### config.mk
export PLATFORM = sky130hd
export DESIGN_NAME = dmem_dump_arbiter_flat
export DESIGN_NICKNAME = d
export VERILOG_FILES = /design/src/rtl/dmem_dump_arbiter_pkg.sv /design/src/rtl/dmem_dump_arbiter_if.sv /design/src/rtl/dmem_dump_arbiter_port_mux.sv /design/src/rtl/dmem_dump_arbiter.sv /design/src/flat_wrapper.sv
export SDC_FILE = /design/constraint.sdc
export NUM_CORES = 1
export LEC_CHECK = 0
export ABC_CLOCK_PERIOD_IN_PS = 4100
export BUFFER_PORTS_ARGS = -buffer_cell sky130_fd_sc_hd__buf_4
export CORE_AREA = 2 2 103 105
export DETAILED_ROUTE_END_ITERATION = 8
export DIE_AREA = 0 0 105 107
export GPL_ROUTABILITY_DRIVEN = 0
export MAX_ROUTING_LAYER = met4
export PLACE_DENSITY = 0.73
export SLEW_MARGIN = 15
export SYNTH_ARGS = -nofsm -noshare
export SYNTH_HDL_FRONTEND = slang
export SYNTH_HIERARCHICAL = 1
export SYNTH_SLANG_ARGS = --single-unit
export TNS_END_PERCENT = 5
### constraint.sdc
create_clock -name clk -period 4.1 [get_ports clk]
set_input_delay 0.41 -clock clk [delete_from_list [all_inputs] [get_ports clk]]
set_output_delay 0.41 -clock clk [all_outputs]
set_load 0.005 [all_outputs]
### src/rtl/dmem_dump_arbiter_pkg.sv
// Shared definitions for the data-memory dump arbiter and the MEM stage.
// Holds the dump FSM encoding and the memory-bus control bit positions.
package dmem_dump_arbiter_pkg;

  typedef logic [1:0] dump_state_t;

  localparam dump_state_t ST_IDLE = 2'd0;
  localparam dump_state_t ST_READ = 2'd1;
  localparam dump_state_t ST_SEND = 2'd2;
  localparam dump_state_t ST_DONE = 2'd3;

  // Bit positions inside the MEM-stage control bus.
  localparam int MEM_BUS_WRITE_BIT  = 0;
  localparam int MEM_BUS_READ_BIT   = 1;
  localparam int MEM_BUS_BRANCH_BIT = 2;

endpackage

### src/rtl/dmem_dump_arbiter_if.sv
// Bundle of the pipeline, dump-stream and data-memory signals around the arbiter.
// master is the arbiter's view; slave is the surrounding pipeline/memory/debug side.
interface dmem_dump_arbiter_if #(
  parameter int ADDR_BITS  = 32,
  parameter int DATA_WIDTH = 32
);

  logic                  pipe_write;
  logic                  pipe_read;
  logic [ADDR_BITS-1:0]  pipe_addr;
  logic [DATA_WIDTH-1:0] pipe_wdata;
  logic [DATA_WIDTH-1:0] pipe_rdata;
  logic                  pipe_stall;

  logic                  dump_start;
  logic                  dump_abort;
  logic                  dump_ready;
  logic                  dump_valid;
  logic [DATA_WIDTH-1:0] dump_data;
  logic [ADDR_BITS-1:0]  dump_addr;
  logic                  dump_busy;
  logic                  dump_done;

  logic                  mem_write;
  logic [ADDR_BITS-1:0]  mem_addr;
  logic [DATA_WIDTH-1:0] mem_wdata;
  logic [DATA_WIDTH-1:0] mem_rdata;

  modport master (
    input  pipe_write, pipe_read, pipe_addr, pipe_wdata,
    input  dump_start, dump_abort, dump_ready,
    input  mem_rdata,
    output pipe_rdata, pipe_stall,
    output dump_valid, dump_data, dump_addr, dump_busy, dump_done,
    output mem_write, mem_addr, mem_wdata
  );

  modport slave (
    output pipe_write, pipe_read, pipe_addr, pipe_wdata,
    output dump_start, dump_abort, dump_ready,
    output mem_rdata,
    input  pipe_rdata, pipe_stall,
    input  dump_valid, dump_data, dump_addr, dump_busy, dump_done,
    input  mem_write, mem_addr, mem_wdata
  );

endinterface

### src/rtl/dmem_dump_arbiter_port_mux.sv
// Combinational ownership mux for the single data-memory port.
// While the dump owns the port, pipeline writes are dropped and its read data is zeroed.
module dmem_port_mux #(
  parameter int ADDR_BITS  = 32,
  parameter int DATA_WIDTH = 32
) (
  input  logic                  dump_owns,
  input  logic [ADDR_BITS-1:0]  dump_mem_addr,
  input  logic                  pipe_write,
  input  logic [ADDR_BITS-1:0]  pipe_addr,
  input  logic [DATA_WIDTH-1:0] pipe_wdata,
  output logic [DATA_WIDTH-1:0] pipe_rdata,
  output logic                  mem_write,
  output logic [ADDR_BITS-1:0]  mem_addr,
  output logic [DATA_WIDTH-1:0] mem_wdata,
  input  logic [DATA_WIDTH-1:0] mem_rdata
);

  always_comb begin
    mem_addr   = pipe_addr;
    mem_wdata  = pipe_wdata;
    mem_write  = pipe_write;
    pipe_rdata = mem_rdata;
    if (dump_owns) begin
      mem_addr   = dump_mem_addr;
      mem_wdata  = '0;
      mem_write  = 1'b0;
      pipe_rdata = '0;
    end
  end

endmodule

### src/rtl/dmem_dump_arbiter.sv
// Shares the MEM-stage data memory port between the pipeline and a debug dump
// sequencer that streams every word out over a valid/ready handshake.
module dmem_dump_arbiter
  import dmem_dump_arbiter_pkg::*;
#(
  parameter int ADDR_BITS  = 32,
  parameter int DATA_WIDTH = 32,
  parameter int DEPTH_BITS = 5
) (
  input logic               clk,
  input logic               rst_n,
  dmem_dump_arbiter_if.master bus
);

  localparam logic [DEPTH_BITS-1:0] LAST_IDX = '1;

  dump_state_t           state;
  logic [DEPTH_BITS-1:0] idx;
  logic                  dump_valid;
  logic [DATA_WIDTH-1:0] dump_data;
  logic [ADDR_BITS-1:0]  dump_addr;
  logic                  dump_done;
  logic                  dump_owns;

  // Ownership follows the registered state only, so pipe_stall also drops with reset.
  assign dump_owns = (state != ST_IDLE);

  dmem_port_mux #(
    .ADDR_BITS (ADDR_BITS),
    .DATA_WIDTH(DATA_WIDTH)
  ) u_port_mux (
    .dump_owns    (dump_owns),
    .dump_mem_addr(ADDR_BITS'(idx)),
    .pipe_write   (bus.pipe_write),
    .pipe_addr    (bus.pipe_addr),
    .pipe_wdata   (bus.pipe_wdata),
    .pipe_rdata   (bus.pipe_rdata),
    .mem_write    (bus.mem_write),
    .mem_addr     (bus.mem_addr),
    .mem_wdata    (bus.mem_wdata),
    .mem_rdata    (bus.mem_rdata)
  );

  // Abort wins over the handshake; idx stops at the last word instead of wrapping.
  always_ff @(posedge clk or negedge rst_n) begin
    if (!rst_n) begin
      state      <= ST_IDLE;
      idx        <= '0;
      dump_valid <= 1'b0;
      dump_data  <= '0;
      dump_addr  <= '0;
      dump_done  <= 1'b0;
    end else begin
      dump_done <= 1'b0;
      case (state)
        ST_IDLE: begin
          if (bus.dump_start) begin
            state <= ST_READ;
            idx   <= '0;
          end
        end
        ST_READ: begin
          if (bus.dump_abort) begin
            state      <= ST_IDLE;
            idx        <= '0;
            dump_valid <= 1'b0;
          end else begin
            dump_data  <= bus.mem_rdata;
            dump_addr  <= ADDR_BITS'(idx);
            dump_valid <= 1'b1;
            state      <= ST_SEND;
          end
        end
        ST_SEND: begin
          if (bus.dump_abort) begin
            state      <= ST_IDLE;
            idx        <= '0;
            dump_valid <= 1'b0;
          end else if (bus.dump_ready) begin
            dump_valid <= 1'b0;
            if (idx == LAST_IDX) begin
              state     <= ST_DONE;
              dump_done <= 1'b1;
            end else begin
              idx   <= idx + 1'b1;
              state <= ST_READ;
            end
          end
        end
        default: begin
          state      <= ST_IDLE;
          idx        <= '0;
          dump_valid <= 1'b0;
        end
      endcase
    end
  end

  assign bus.pipe_stall = dump_owns;
  assign bus.dump_busy  = dump_owns;
  assign bus.dump_valid = dump_valid;
  assign bus.dump_data  = dump_data;
  assign bus.dump_addr  = dump_addr;
  assign bus.dump_done  = dump_done;

endmodule
### src/flat_wrapper.sv
// flat-port wrapper written by rule: the top's interface ports become plain ports
module dmem_dump_arbiter_flat import dmem_dump_arbiter_pkg::*;
#(
  parameter int ADDR_BITS  = 32,
  parameter int DATA_WIDTH = 32,
  parameter int DEPTH_BITS = 5
)
  (clk, rst_n, bus_pipe_write, bus_pipe_read, bus_pipe_addr, bus_pipe_wdata, bus_dump_start, bus_dump_abort, bus_dump_ready, bus_mem_rdata, bus_pipe_rdata, bus_pipe_stall, bus_dump_valid, bus_dump_data, bus_dump_addr, bus_dump_busy, bus_dump_done, bus_mem_write, bus_mem_addr, bus_mem_wdata);
  dmem_dump_arbiter_if #(.ADDR_BITS(ADDR_BITS), .DATA_WIDTH(DATA_WIDTH)) bus_i ();
  input logic clk;
  input logic rst_n;
  input wire logic [$bits(bus_i.pipe_write)-1:0] bus_pipe_write;
  input wire logic [$bits(bus_i.pipe_read)-1:0] bus_pipe_read;
  input wire logic [$bits(bus_i.pipe_addr)-1:0] bus_pipe_addr;
  input wire logic [$bits(bus_i.pipe_wdata)-1:0] bus_pipe_wdata;
  input wire logic [$bits(bus_i.dump_start)-1:0] bus_dump_start;
  input wire logic [$bits(bus_i.dump_abort)-1:0] bus_dump_abort;
  input wire logic [$bits(bus_i.dump_ready)-1:0] bus_dump_ready;
  input wire logic [$bits(bus_i.mem_rdata)-1:0] bus_mem_rdata;
  output wire logic [$bits(bus_i.pipe_rdata)-1:0] bus_pipe_rdata;
  output wire logic [$bits(bus_i.pipe_stall)-1:0] bus_pipe_stall;
  output wire logic [$bits(bus_i.dump_valid)-1:0] bus_dump_valid;
  output wire logic [$bits(bus_i.dump_data)-1:0] bus_dump_data;
  output wire logic [$bits(bus_i.dump_addr)-1:0] bus_dump_addr;
  output wire logic [$bits(bus_i.dump_busy)-1:0] bus_dump_busy;
  output wire logic [$bits(bus_i.dump_done)-1:0] bus_dump_done;
  output wire logic [$bits(bus_i.mem_write)-1:0] bus_mem_write;
  output wire logic [$bits(bus_i.mem_addr)-1:0] bus_mem_addr;
  output wire logic [$bits(bus_i.mem_wdata)-1:0] bus_mem_wdata;
  assign bus_i.pipe_write = bus_pipe_write;
  assign bus_i.pipe_read = bus_pipe_read;
  assign bus_i.pipe_addr = bus_pipe_addr;
  assign bus_i.pipe_wdata = bus_pipe_wdata;
  assign bus_i.dump_start = bus_dump_start;
  assign bus_i.dump_abort = bus_dump_abort;
  assign bus_i.dump_ready = bus_dump_ready;
  assign bus_i.mem_rdata = bus_mem_rdata;
  assign bus_pipe_rdata = bus_i.pipe_rdata;
  assign bus_pipe_stall = bus_i.pipe_stall;
  assign bus_dump_valid = bus_i.dump_valid;
  assign bus_dump_data = bus_i.dump_data;
  assign bus_dump_addr = bus_i.dump_addr;
  assign bus_dump_busy = bus_i.dump_busy;
  assign bus_dump_done = bus_i.dump_done;
  assign bus_mem_write = bus_i.mem_write;
  assign bus_mem_addr = bus_i.mem_addr;
  assign bus_mem_wdata = bus_i.mem_wdata;
  dmem_dump_arbiter #(.ADDR_BITS(ADDR_BITS), .DATA_WIDTH(DATA_WIDTH), .DEPTH_BITS(DEPTH_BITS)) u_core (.clk(clk), .rst_n(rst_n), .bus(bus_i));
endmodule
==> flow_results.xml, run 1 <==
<?xml version="1.0" encoding="UTF-8"?>
<metrics>
  <group name="critical_path">
    <metric name="arrival_time_at_the_worst_endpoint" unit="ns">2.17</metric>
    <metric name="cp-end-kind" unit="">output pin</metric>
    <metric name="r2r_cell_count" unit="">7</metric>
    <metric name="regToRegStartpoint" unit="">u_core/idx[0]</metric>
    <metric name="timing.reg2reg.setup_slack" unit="ns">2.14</metric>
    <metric name="critical_path_required" unit="ns">3.69</metric>
    <metric name="critical_path.startpoint_type" unit="">flop</metric>
    <metric name="crit_path_max_fanout" unit="">57</metric>
    <metric name="crit-reg2reg-capture" unit="">u_core/idx[3]</metric>
    <metric name="crit_type" unit="">flop to output pin</metric>
  </group>
  <group name="route">
    <metric name="wl_per_cell" unit="um">15.2</metric>
    <metric name="postRouteAntennaNets" unit="">0</metric>
    <metric name="finalWirelength" unit="mm">9.98</metric>
    <metric name="dr_total_vias" unit="">2761</metric>
    <metric name="drt_pre_antenna_iters" unit="">4</metric>
    <metric name="drtIter0Drc" unit="">94</metric>
    <metric name="detail_route.drc_violations" unit="">0</metric>
    <metric name="route.detailed.vias_per_inst" unit="">4.21</metric>
  </group>
  <group name="floorplan">
    <metric name="floorplan.io_pins" unit="">268</metric>
    <metric name="floorplan.rows" unit="">37</metric>
    <metric name="die_width" unit="um">105</metric>
    <metric name="core_area" unit="mm2">0.0101</metric>
    <metric name="floorplan.die.height" unit="um">107</metric>
    <metric name="start_util" unit="%">30.7</metric>
    <metric name="die-area" unit="mm2">0.0112</metric>
  </group>
  <group name="timing">
    <metric name="totalNegativeSetupSlack" unit="ns">0</metric>
    <metric name="setup_viol" unit="">0</metric>
    <metric name="final.period_utilization" unit="%">63.0</metric>
    <metric name="hold_slack" unit="ns">0.118</metric>
    <metric name="period_minus_slack" unit="ns">2.58</metric>
    <metric name="fin_skew" unit="ns">0.00635</metric>
    <metric name="rsz0062_at_grt" unit="">no</metric>
    <metric name="final_hold_viol_count" unit="">0</metric>
    <metric name="slew_viol_final" unit="">0</metric>
    <metric name="timing_worst_slew_pin_value" unit="ns">0.650</metric>
    <metric name="slew_headroom" unit="%">56.7</metric>
    <metric name="fmax" unit="MHz">387</metric>
  </group>
  <group name="yosys">
    <metric name="synth_cell_types" unit="">34</metric>
    <metric name="yosys_warnings" unit="">6</metric>
    <metric name="netlist_area" unit="mm2">0.00310</metric>
    <metric name="synth_top_cells_by_area" unit="">dfrtp_1 (37%), mux2_4 (16%), nor2b_1 (13%)</metric>
    <metric name="synthesis_stage_register_bit_count" unit="">46</metric>
    <metric name="synthesis.area_per_instance" unit="um2">11.8</metric>
    <metric name="synthDominantCellAreaShare" unit="%">37.2</metric>
    <metric name="postSynthCellCount" unit="">262</metric>
    <metric name="yosys.area.top_type" unit="">dfrtp_1</metric>
    <metric name="ys_seq_area_share" unit="%">37.2</metric>
  </group>
  <group name="layout">
    <metric name="nFillCells" unit="">932</metric>
    <metric name="layout.cells.most_common" unit="">buf_4</metric>
    <metric name="n_antenna_cell" unit="">0</metric>
    <metric name="layout_common_cells" unit="">buf_4 (239), nor2b_1 (65), conb_1 (54)</metric>
    <metric name="layout.nets" unit="">624</metric>
    <metric name="syn2layout_area_growth" unit="%">62.0</metric>
    <metric name="drive_above_1_share" unit="%">62.1</metric>
  </group>
  <group name="grt">
    <metric name="initial_antenna_violation_count" unit="">0</metric>
    <metric name="grt_overflow_total" unit="">0</metric>
    <metric name="maximum_number_of_pins_on_one_net_before_global_route_repair" unit="">58</metric>
    <metric name="number_of_global_route_vias_before_repair" unit="">2788</metric>
    <metric name="first_pass_grt_wire_length" unit="mm">14.7</metric>
    <metric name="grtUsageTotal" unit="%">17.1</metric>
  </group>
  <group name="outcome">
    <metric name="outcome" unit="">finished clean</metric>
  </group>
  <group name="cts">
    <metric name="clkSinkCount" unit="">46</metric>
    <metric name="cts.clk_slew.worst_paths" unit="ns">0.09</metric>
    <metric name="postCtsSetupBuffers" unit="">0</metric>
    <metric name="clock_tree.buffer_depth" unit="">2</metric>
    <metric name="cts_tree" unit="">built</metric>
    <metric name="root_cell_of_the_clock_tree" unit="">clkbuf_8</metric>
    <metric name="latest_clock_arrival_within_the_worst_skew_pair" unit="ns">0.29</metric>
    <metric name="hold_buffers" unit="">0</metric>
    <metric name="cts-htree-levels" unit="">2</metric>
    <metric name="count_of_cells_resized_by_post_cts_repair" unit="">0</metric>
    <metric name="tritoncts.num_buffers" unit="">5</metric>
  </group>
  <group name="worst_hold_path">
    <metric name="hold_path.class" unit="">input port to async pin</metric>
  </group>
  <group name="job">
    <metric name="timing.max_cap.violations" unit="">0</metric>
  </group>
  <group name="power">
    <metric name="power.leakage" unit="nW">2.65</metric>
    <metric name="power.ir.vdd_worst" unit="mV">0.203</metric>
    <metric name="power-per-cell-area" unit="mW/mm2">359</metric>
  </group>
  <group name="placement">
    <metric name="dpl.hpwl" unit="mm">8.32</metric>
    <metric name="port-buffer-count" unit="">239</metric>
  </group>
</metrics>
-- per-layer routing --
| layer | vias up | share of wire (%) | GRT usage [%] |
|---|---|---|---|
| met2 | 151 | 54 | 31.7 |
| met4 | 0 | 1.2 | 4.10 |
| met5 | - | 0 | - |
| li1 | 1307 | - | - |
| met3 | 6 | 6.5 | 3.47 |
| met1 | 1297 | 39 | 18.8 |
-- power breakdown --
group	leakage (nW)	internal, mW	switching, mW
Sequential	0.567	0.572	0.0676
Combinational	2.04	0.559	0.328
Clock	0.0452	0.121	0.155
-- cell usage after synthesis --
cell type  count
or2_4          2
nand2b_1       2
a21oi_1        1
o21a_1         1
o22ai_1        1
nor4_1         1
dfrtp_1       46
mux2_2        35
a21o_2         1
buf_4         31
o41ai_2        1
nor2b_1       65
mux2_4        32
mux2_1         2
o31a_2         1
nor2_1         3
buf_2          3
nand2_1        3
o31ai_1        1
o22ai_2        1
or3b_1         1
and3_1         2
o21ai_0        5
nor3_2         1
and2b_1        1
nand2b_4       1
a22o_1         1
nand3_1        1
buf_6          9
nand3b_1       2
nor2_8         1
ha_1           2
inv_1          1
conb_1         1
-- through the flow --
stage	area [um2]	utilization, %	total power, mW	worst slack, ns	cells
final	5020	49.7	1.80	1.52	656
after global routing	5020	49.7	1.92	1.35	656
after CTS	5020	49.7	1.83	1.47	656
after detailed placement	4930	48.8	1.55	1.81	648
after global placement	4930	48.8	1.53	1.87	648
after floorplan	3290	-	1.07	2.29	315
-- critical path: stages, from the launching register on --
cell and delay, ns:
dfrtp_1 0.47, or2_4 0.56, buf_12 0.36, mux2_4 0.33, buf_4 0.13
-- kinds of logic after synthesis --
group | count (synthesis) | synth area share, %
buf+inv | 44 | 11.4
compound gates | 14 | 3.48
mux | 69 | 29.0
other cells | 1 | 0.121
flops | 46 | 37.2
simple gates | 86 | 18.0
fa+ha+maj | 2 | 0.808
-- worst max path at each step --
stage / from / slack (ns) / end / cells past startpoint
6_report: u_core/state[0] / 1.52 / bus_mem_addr[26] / 4
5_1_grt: u_core/state[0] / 1.35 / bus_mem_addr[30] / 4
4_1_cts: u_core/state[0] / 1.47 / bus_mem_addr[26] / 4
3_5_place_dp: u_core/state[0] / 1.81 / bus_mem_addr[26] / 4
3_3_place_gp: u_core/state[0] / 1.87 / bus_mem_addr[26] / 4
2_1_floorplan: u_core/idx[0] / 2.29 / u_core/idx[3] / 7
-- flip-flops by register name, summed over array words and instances (netlist names) --
register	cells
u_core/bus.dump_addr	5
u_core/bus.dump_data	32
u_core/bus.dump_done	1
u_core/bus.dump_valid	1
u_core/idx	5
u_core/state	2
-- area by class of cell --
type,count,area [um2],share of cell area [%]
clock buffers,6,72.6,1.45
inverters,1,3.75,0.0748
clock inverters,2,13.8,0.274
flip-flops and latches,46,1150,22.9
repair buffers,240,1810,36.2
multi-input cells,225,1790,35.7
well taps,136,170,3.39
No activity file was read; power rests on OpenSTA's default activity.
==> inputs of run 2 (changes only) <==
--- a/config.mk
+++ b/config.mk
@@ -5,14 +5,14 @@
 export SDC_FILE = /design/constraint.sdc
 export NUM_CORES = 1
 export LEC_CHECK = 0
-export ABC_CLOCK_PERIOD_IN_PS = 4100
+export ABC_CLOCK_PERIOD_IN_PS = 2400
 export BUFFER_PORTS_ARGS = -buffer_cell sky130_fd_sc_hd__buf_4
-export CORE_AREA = 2 2 103 105
+export CORE_AREA = 2 2 104 106
 export DETAILED_ROUTE_END_ITERATION = 8
-export DIE_AREA = 0 0 105 107
+export DIE_AREA = 0 0 106 108
 export GPL_ROUTABILITY_DRIVEN = 0
 export MAX_ROUTING_LAYER = met4
-export PLACE_DENSITY = 0.73
+export PLACE_DENSITY = 0.72
 export SLEW_MARGIN = 15
 export SYNTH_ARGS = -nofsm -noshare
 export SYNTH_HDL_FRONTEND = slang
==> constraint.sdc (replaced) <==
create_clock -name clk -period 2.4 [get_ports clk]
set_input_delay 0.24 -clock clk [delete_from_list [all_inputs] [get_ports clk]]
set_output_delay 0.24 -clock clk [all_outputs]
set_load 0.005 [all_outputs]
==> run 2 against run 1 <==
Wire length is 0.60% lower. Total power grew 78%. Die area rose by 1.9%. Non-clock buffer count increased by 4.
==> flow_results.xml, run 2 (synthesis gave the netlist of run 1 again) <==
<?xml version="1.0" encoding="UTF-8"?>
<metrics>
  <group name="timing">
    <metric name="rsz0062_at_grt" unit="">no</metric>
    <metric name="period_minus_slack" unit="ns">2.20</metric>
    <metric name="slew_headroom" unit="%">57.0</metric>
    <metric name="slew_viol_final" unit="">0</metric>
    <metric name="timing_worst_slew_pin_value" unit="ns">0.646</metric>
    <metric name="fmax" unit="MHz">454</metric>
    <metric name="setup_viol" unit="">0</metric>
    <metric name="fin_skew" unit="ns">0.00795</metric>
    <metric name="totalNegativeSetupSlack" unit="ns">0</metric>
    <metric name="final_hold_viol_count" unit="">0</metric>
    <metric name="final.period_utilization" unit="%">91.7</metric>
  </group>
  <group name="layout">
    <metric name="post_layout_cell_count" unit="">660</metric>
    <metric name="largest-register" unit="">u_core/bus.dump_data</metric>
    <metric name="syn2layout_area_growth" unit="%">63.9</metric>
    <metric name="largest_reg_flops" unit="">32</metric>
    <metric name="layout.nets" unit="">628</metric>
    <metric name="finalCoreUtilization" unit="%">49.6</metric>
    <metric name="drive_above_1_share" unit="%">62.4</metric>
    <metric name="layout.cells.most_common" unit="">buf_4</metric>
    <metric name="layout_common_cells" unit="">buf_4 (242), nor2b_1 (65), conb_1 (54)</metric>
    <metric name="n_antenna_cell" unit="">0</metric>
    <metric name="reg.largest.list" unit="">u_core/bus.dump_data (32), u_core/bus.dump_addr (5), u_core/idx (5)</metric>
  </group>
  <group name="critical_path">
    <metric name="kind_of_cell_with_the_highest_combined_delay_on_the_critical_path" unit="">flip-flops</metric>
    <metric name="crit_path_max_fanout" unit="">26</metric>
    <metric name="cp_peak_stage_delay" unit="ns">0.47</metric>
    <metric name="critical_path.slowest_cell" unit="">dfrtp_1</metric>
    <metric name="arrival_time_at_the_worst_endpoint" unit="ns">1.96</metric>
    <metric name="critical_path.startpoint_type" unit="">flop</metric>
    <metric name="crit_type" unit="">flop to output pin</metric>
    <metric name="cp-end-kind" unit="">output pin</metric>
    <metric name="worstPathCellList" unit="">or2_4, buf_4, mux2_4, buf_4</metric>
    <metric name="crit_buf_inv" unit="">2</metric>
    <metric name="critical_path_required" unit="ns">2.16</metric>
    <metric name="cp_most_frequent_cell" unit="">buf_4</metric>
  </group>
  <group name="grt">
    <metric name="first_pass_grt_wire_length" unit="mm">14.7</metric>
    <metric name="maximum_number_of_pins_on_one_net_before_global_route_repair" unit="">47</metric>
    <metric name="initial_antenna_violation_count" unit="">0</metric>
    <metric name="grt_overflow_total" unit="">0</metric>
    <metric name="number_of_global_route_vias_before_repair" unit="">2793</metric>
    <metric name="grtUsageTotal" unit="%">16.9</metric>
  </group>
  <group name="cts">
    <metric name="root_cell_of_the_clock_tree" unit="">clkbuf_8</metric>
    <metric name="tritoncts.num_buffers" unit="">5</metric>
    <metric name="latest_clock_arrival_within_the_worst_skew_pair" unit="ns">0.30</metric>
    <metric name="cts_tree" unit="">built</metric>
    <metric name="cts-htree-levels" unit="">2</metric>
    <metric name="clock_tree.buffer_depth" unit="">2</metric>
    <metric name="hold_buffers" unit="">1</metric>
    <metric name="count_of_cells_resized_by_post_cts_repair" unit="">0</metric>
    <metric name="clkSinkCount" unit="">46</metric>
    <metric name="postCtsSetupBuffers" unit="">0</metric>
    <metric name="cts.clk_slew.worst_paths" unit="ns">0.09</metric>
  </group>
  <group name="route">
    <metric name="drtIter0Drc" unit="">103</metric>
    <metric name="dr_total_vias" unit="">2790</metric>
    <metric name="detail_route.drc_violations" unit="">0</metric>
    <metric name="finalWirelength" unit="mm">9.92</metric>
    <metric name="drt_pre_antenna_iters" unit="">4</metric>
    <metric name="wl_per_cell" unit="um">15.0</metric>
    <metric name="postRouteAntennaNets" unit="">0</metric>
    <metric name="route.detailed.vias_per_inst" unit="">4.23</metric>
  </group>
  <group name="power">
    <metric name="power-per-cell-area" unit="mW/mm2">633</metric>
    <metric name="power.leakage" unit="nW">2.68</metric>
    <metric name="power.ir.vdd_worst" unit="mV">0.386</metric>
  </group>
  <group name="placement">
    <metric name="dpl.hpwl" unit="mm">8.27</metric>
    <metric name="placedCellCount" unit="">651</metric>
    <metric name="port-buffer-count" unit="">239</metric>
  </group>
  <group name="floorplan">
    <metric name="core_area" unit="mm2">0.0102</metric>
    <metric name="floorplan.rows" unit="">37</metric>
    <metric name="floorplan.die.height" unit="um">108</metric>
    <metric name="die_width" unit="um">106</metric>
    <metric name="die-area" unit="mm2">0.0114</metric>
    <metric name="floorplan.io_pins" unit="">268</metric>
    <metric name="start_util" unit="%">30.3</metric>
  </group>
  <group name="job">
    <metric name="timing.max_cap.violations" unit="">0</metric>
  </group>
  <group name="outcome">
    <metric name="outcome" unit="">finished clean</metric>
  </group>
  <group name="worst_hold_path">
    <metric name="hold_path.class" unit="">input port to flop</metric>
  </group>
</metrics>
==> run 2: changes by cell type in the layout (fill, tap and decap cells not counted), sizes merged <==
| cell | before | now |
|---|---|---|
| buf | 240 | 243 |
| bufinv | 0 | 1 |
| clkbuf | 6 | 5 |
| clkinv | 2 | 1 |
| dlygate4sd3 | 0 | 1 |
| inv | 1 | 2 |
==> run 2: power by group <==
part           total (mW)  switching (mW)  internal, mW
clock network       0.602           0.289         0.313
logic                1.53           0.561         0.968
registers            1.08           0.108         0.976
total                3.21           0.958          2.26
==> run 2: worst paths after layout <==
check	slack [ns]	from	end	cells past startpoint
worst max-delay path	0.20	u_core/state[0]	bus_mem_addr[14]	4
worst min-delay path	0.17	bus_mem_rdata[15]	u_core/bus.dump_data[15]	2
worst max register to register	0.44	u_core/idx[0]	u_core/idx[3]	7
worst min register to register	0.50	u_core/bus.dump_data[15]	u_core/bus.dump_data[15]	1
max in group asynchronous	1.50	rst_n	u_core/idx[3]	2
min in group asynchronous	0.49	rst_n	u_core/bus.dump_data[11]	2
==> run 2: worst register-to-register path, delay by kind of cell, from the launching register on <==
kind | cells | cell delay, ns
simple gates | 4 | 0.72
flops | 1 | 0.45
fa+ha+maj | 2 | 0.44
compound gates | 1 | 0.23
==> run 2: area by class of cell <==
| cell class | instances | area, um2 |
|---|---|---|
| well taps | 136 | 170 |
| inverters | 1 | 3.75 |
| multi-input cells | 225 | 1790 |
| flip-flops and latches | 46 | 1150 |
| repair buffers | 244 | 1850 |
| clock buffers | 5 | 68.8 |
| fillers | 946 | 5160 |
| clock inverters | 3 | 43.8 |
==> run 2: per-layer routing <==
layer  up-vias  GRT usage [%]  share of wire, %
li1       1319              -                 -
met1      1314           18.6                38
met2       145           31.4                54
met3        12           2.47               5.6
met4         0           5.26               2.5
met5         -              -                 0
==> run 2: metrics by stage <==
step	cell area, um2	power (mW)	hold WS [ns]	setup slack, ns
final	5070	3.21	0.165	0.199
after global routing	5070	3.42	0.147	0.104
after CTS	5070	3.27	0.153	0.177
after detailed placement	4950	2.65	0.297	0.475
after global placement	4950	2.62	0.286	0.490
after floorplan	3290	1.83	-0.0556	0.595
==> inputs of run 3 (changes only) <==
--- a/config.mk
+++ b/config.mk
@@ -13,6 +13,7 @@
 export GPL_ROUTABILITY_DRIVEN = 0
 export MAX_ROUTING_LAYER = met4
 export PLACE_DENSITY = 0.72
+export RECOVER_POWER = 25
 export SLEW_MARGIN = 15
 export SYNTH_ARGS = -nofsm -noshare
 export SYNTH_HDL_FRONTEND = slang
==> run 3 against run 2 <==
Critical path depth unchanged. Fmax about the same. Core utilization decreased by 0.13 points. Global-route usage did not move. Clock-buffer cell count unchanged. Setup slack barely moved. Design area down 0.27%. Combinational power hardly changed. Wire length about the same. Clock skew did not move. Largest cell class unchanged. Largest power group unchanged.
==> flow_results.xml, run 3 (synthesis gave the netlist of run 1 again) <==
<?xml version="1.0" encoding="UTF-8"?>
<metrics>
  <group name="outcome">
    <metric name="outcome" unit="">finished clean</metric>
  </group>
  <group name="critical_path">
    <metric name="crit_path_end" unit="">bus_mem_addr[14]</metric>
    <metric name="r2r_cell_count" unit="">7</metric>
    <metric name="crit_path_start" unit="">u_core/state[0]</metric>
    <metric name="crit_type" unit="">flop to output pin</metric>
    <metric name="crit-reg2reg-capture" unit="">u_core/idx[3]</metric>
    <metric name="regToRegStartpoint" unit="">u_core/idx[0]</metric>
    <metric name="cp-end-kind" unit="">output pin</metric>
    <metric name="critical_path.startpoint_type" unit="">flop</metric>
    <metric name="critical_path_required" unit="ns">2.16</metric>
    <metric name="crit_path_max_fanout" unit="">26</metric>
    <metric name="timing.reg2reg.setup_slack" unit="ns">0.44</metric>
    <metric name="arrival_time_at_the_worst_endpoint" unit="ns">1.96</metric>
  </group>
  <group name="grt">
    <metric name="maximum_number_of_pins_on_one_net_before_global_route_repair" unit="">47</metric>
    <metric name="number_of_global_route_vias_before_repair" unit="">2793</metric>
    <metric name="grtUsageTotal" unit="%">16.9</metric>
    <metric name="grt.met2_usage" unit="%">31.4</metric>
    <metric name="met3_usage" unit="%">2.47</metric>
    <metric name="first_pass_grt_wire_length" unit="mm">14.7</metric>
    <metric name="grt.busiest_layer" unit="">met2</metric>
    <metric name="initial_antenna_violation_count" unit="">0</metric>
    <metric name="grt_overflow_total" unit="">0</metric>
    <metric name="globalRouteMet1Util" unit="%">18.6</metric>
  </group>
  <group name="power">
    <metric name="power.leakage" unit="nW">2.67</metric>
    <metric name="power.ir.vdd_worst" unit="mV">0.387</metric>
    <metric name="power-per-cell-area" unit="mW/mm2">632</metric>
  </group>
  <group name="layout">
    <metric name="largest_reg_flops" unit="">32</metric>
    <metric name="reg.largest.list" unit="">u_core/bus.dump_data (32), u_core/bus.dump_addr (5), u_core/idx (5)</metric>
    <metric name="layout.cells.most_common" unit="">buf_4</metric>
    <metric name="nFillCells" unit="">947</metric>
    <metric name="n_antenna_cell" unit="">0</metric>
    <metric name="largest-register" unit="">u_core/bus.dump_data</metric>
    <metric name="finalCoreUtilization" unit="%">49.5</metric>
    <metric name="layout_common_cells" unit="">buf_4 (231), nor2b_1 (65), conb_1 (54)</metric>
    <metric name="post_layout_cell_count" unit="">660</metric>
    <metric name="drive_above_1_share" unit="%">61.8</metric>
    <metric name="syn2layout_area_growth" unit="%">63.5</metric>
    <metric name="layout.nets" unit="">628</metric>
  </group>
  <group name="floorplan">
    <metric name="floorplan.io_pins" unit="">268</metric>
    <metric name="die-area" unit="mm2">0.0114</metric>
    <metric name="floorplan.die.height" unit="um">108</metric>
    <metric name="floorplan.rows" unit="">37</metric>
    <metric name="die_width" unit="um">106</metric>
    <metric name="core_area" unit="mm2">0.0102</metric>
    <metric name="start_util" unit="%">30.3</metric>
  </group>
  <group name="timing">
    <metric name="period_minus_slack" unit="ns">2.20</metric>
    <metric name="rsz0062_at_grt" unit="">no</metric>
    <metric name="setup_viol" unit="">0</metric>
    <metric name="fin_skew" unit="ns">0.00795</metric>
    <metric name="final_hold_viol_count" unit="">0</metric>
    <metric name="fmax" unit="MHz">454</metric>
    <metric name="slew_viol_final" unit="">0</metric>
    <metric name="totalNegativeSetupSlack" unit="ns">0</metric>
    <metric name="final.period_utilization" unit="%">91.7</metric>
    <metric name="slew_headroom" unit="%">21.1</metric>
    <metric name="timing_worst_slew_pin_value" unit="ns">1.18</metric>
  </group>
  <group name="worst_hold_path">
    <metric name="hold_path.startpoint" unit="">bus_mem_rdata[15]</metric>
    <metric name="hold_path.class" unit="">input port to flop</metric>
  </group>
  <group name="cts">
    <metric name="clkSinkCount" unit="">46</metric>
    <metric name="root_cell_of_the_clock_tree" unit="">clkbuf_8</metric>
    <metric name="clock_tree.buffer_depth" unit="">2</metric>
    <metric name="tritoncts.num_buffers" unit="">5</metric>
    <metric name="cts_tree" unit="">built</metric>
    <metric name="cts-htree-levels" unit="">2</metric>
    <metric name="cts.clk_slew.worst_paths" unit="ns">0.09</metric>
    <metric name="postCtsSetupBuffers" unit="">0</metric>
    <metric name="latest_clock_arrival_within_the_worst_skew_pair" unit="ns">0.30</metric>
  </group>
  <group name="route">
    <metric name="route.detailed.vias_per_inst" unit="">4.22</metric>
    <metric name="drtIter0Drc" unit="">100</metric>
    <metric name="postRouteAntennaNets" unit="">0</metric>
    <metric name="wl_per_cell" unit="um">15.0</metric>
    <metric name="finalWirelength" unit="mm">9.92</metric>
    <metric name="dr_total_vias" unit="">2787</metric>
    <metric name="drt_pre_antenna_iters" unit="">4</metric>
    <metric name="detail_route.drc_violations" unit="">0</metric>
  </group>
  <group name="placement">
    <metric name="port-buffer-count" unit="">239</metric>
    <metric name="placedCellCount" unit="">651</metric>
    <metric name="dpl.hpwl" unit="mm">8.27</metric>
  </group>
  <group name="job">
    <metric name="timing.max_cap.violations" unit="">0</metric>
  </group>
</metrics>
## run 3: layer usage
layer,wire [um],part of all wire (%)
met5,0,0
met2,5360,54
met3,559,5.6
met1,3760,38
met4,244,2.5
## run 3: worst min path at each step
stage / to / cells past startpoint
final: u_core/bus.dump_data[15] / 2
after global routing: u_core/bus.dump_data[15] / 2
after CTS: u_core/bus.dump_data[15] / 2
after detailed placement: u_core/bus.dump_data[11] / 1
after global placement: u_core/bus.dump_data[11] / 1
after floorplan: u_core/bus.dump_addr[0] / 0
## run 3: per-stage QoR
| step | power, mW | cell area, um2 | hold slack (ns) | worst slack (ns) |
|---|---|---|---|---|
| floorplan | 1.83 | 3290 | -0.0556 | 0.595 |
| global placement | 2.62 | 4950 | 0.286 | 0.490 |
| detailed placement | 2.65 | 4950 | 0.297 | 0.475 |
| CTS | 3.27 | 5070 | 0.153 | 0.177 |
| global route | 3.40 | 5060 | 0.147 | 0.104 |
| finish | 3.20 | 5060 | 0.167 | 0.200 |
## run 3: power breakdown
part	switching [mW]	internal, mW	total (mW)
Sequential	0.106	0.976	1.08
Combinational	0.561	0.954	1.52
Clock	0.289	0.313	0.602
Total	0.957	2.24	3.20
## run 3: area by class of cell
class	instances	area, um2	share of cell area, %
clock buffer	5	68.8	1.36
clock inverter	3	43.8	0.865
inverter	1	3.75	0.0742
multi-input combinational	225	1790	35.4
sequential	46	1150	22.7
tap	136	170	3.36
timing repair buffer	244	1830	36.2
## run 3: critical path, stage by stage (launching register included)
cell and delay, ns:
dfrtp_1 0.47, or2_4 0.43, buf_4 0.31, mux2_4 0.32, buf_4 0.13
## run 3: timing repair
action                                  in CTS  in global routing
endpoints found under the setup margin       0                  0
hold buffers                                 1                  0
gates resized for setup                      0                  0
hold endpoints to repair                    46                  0
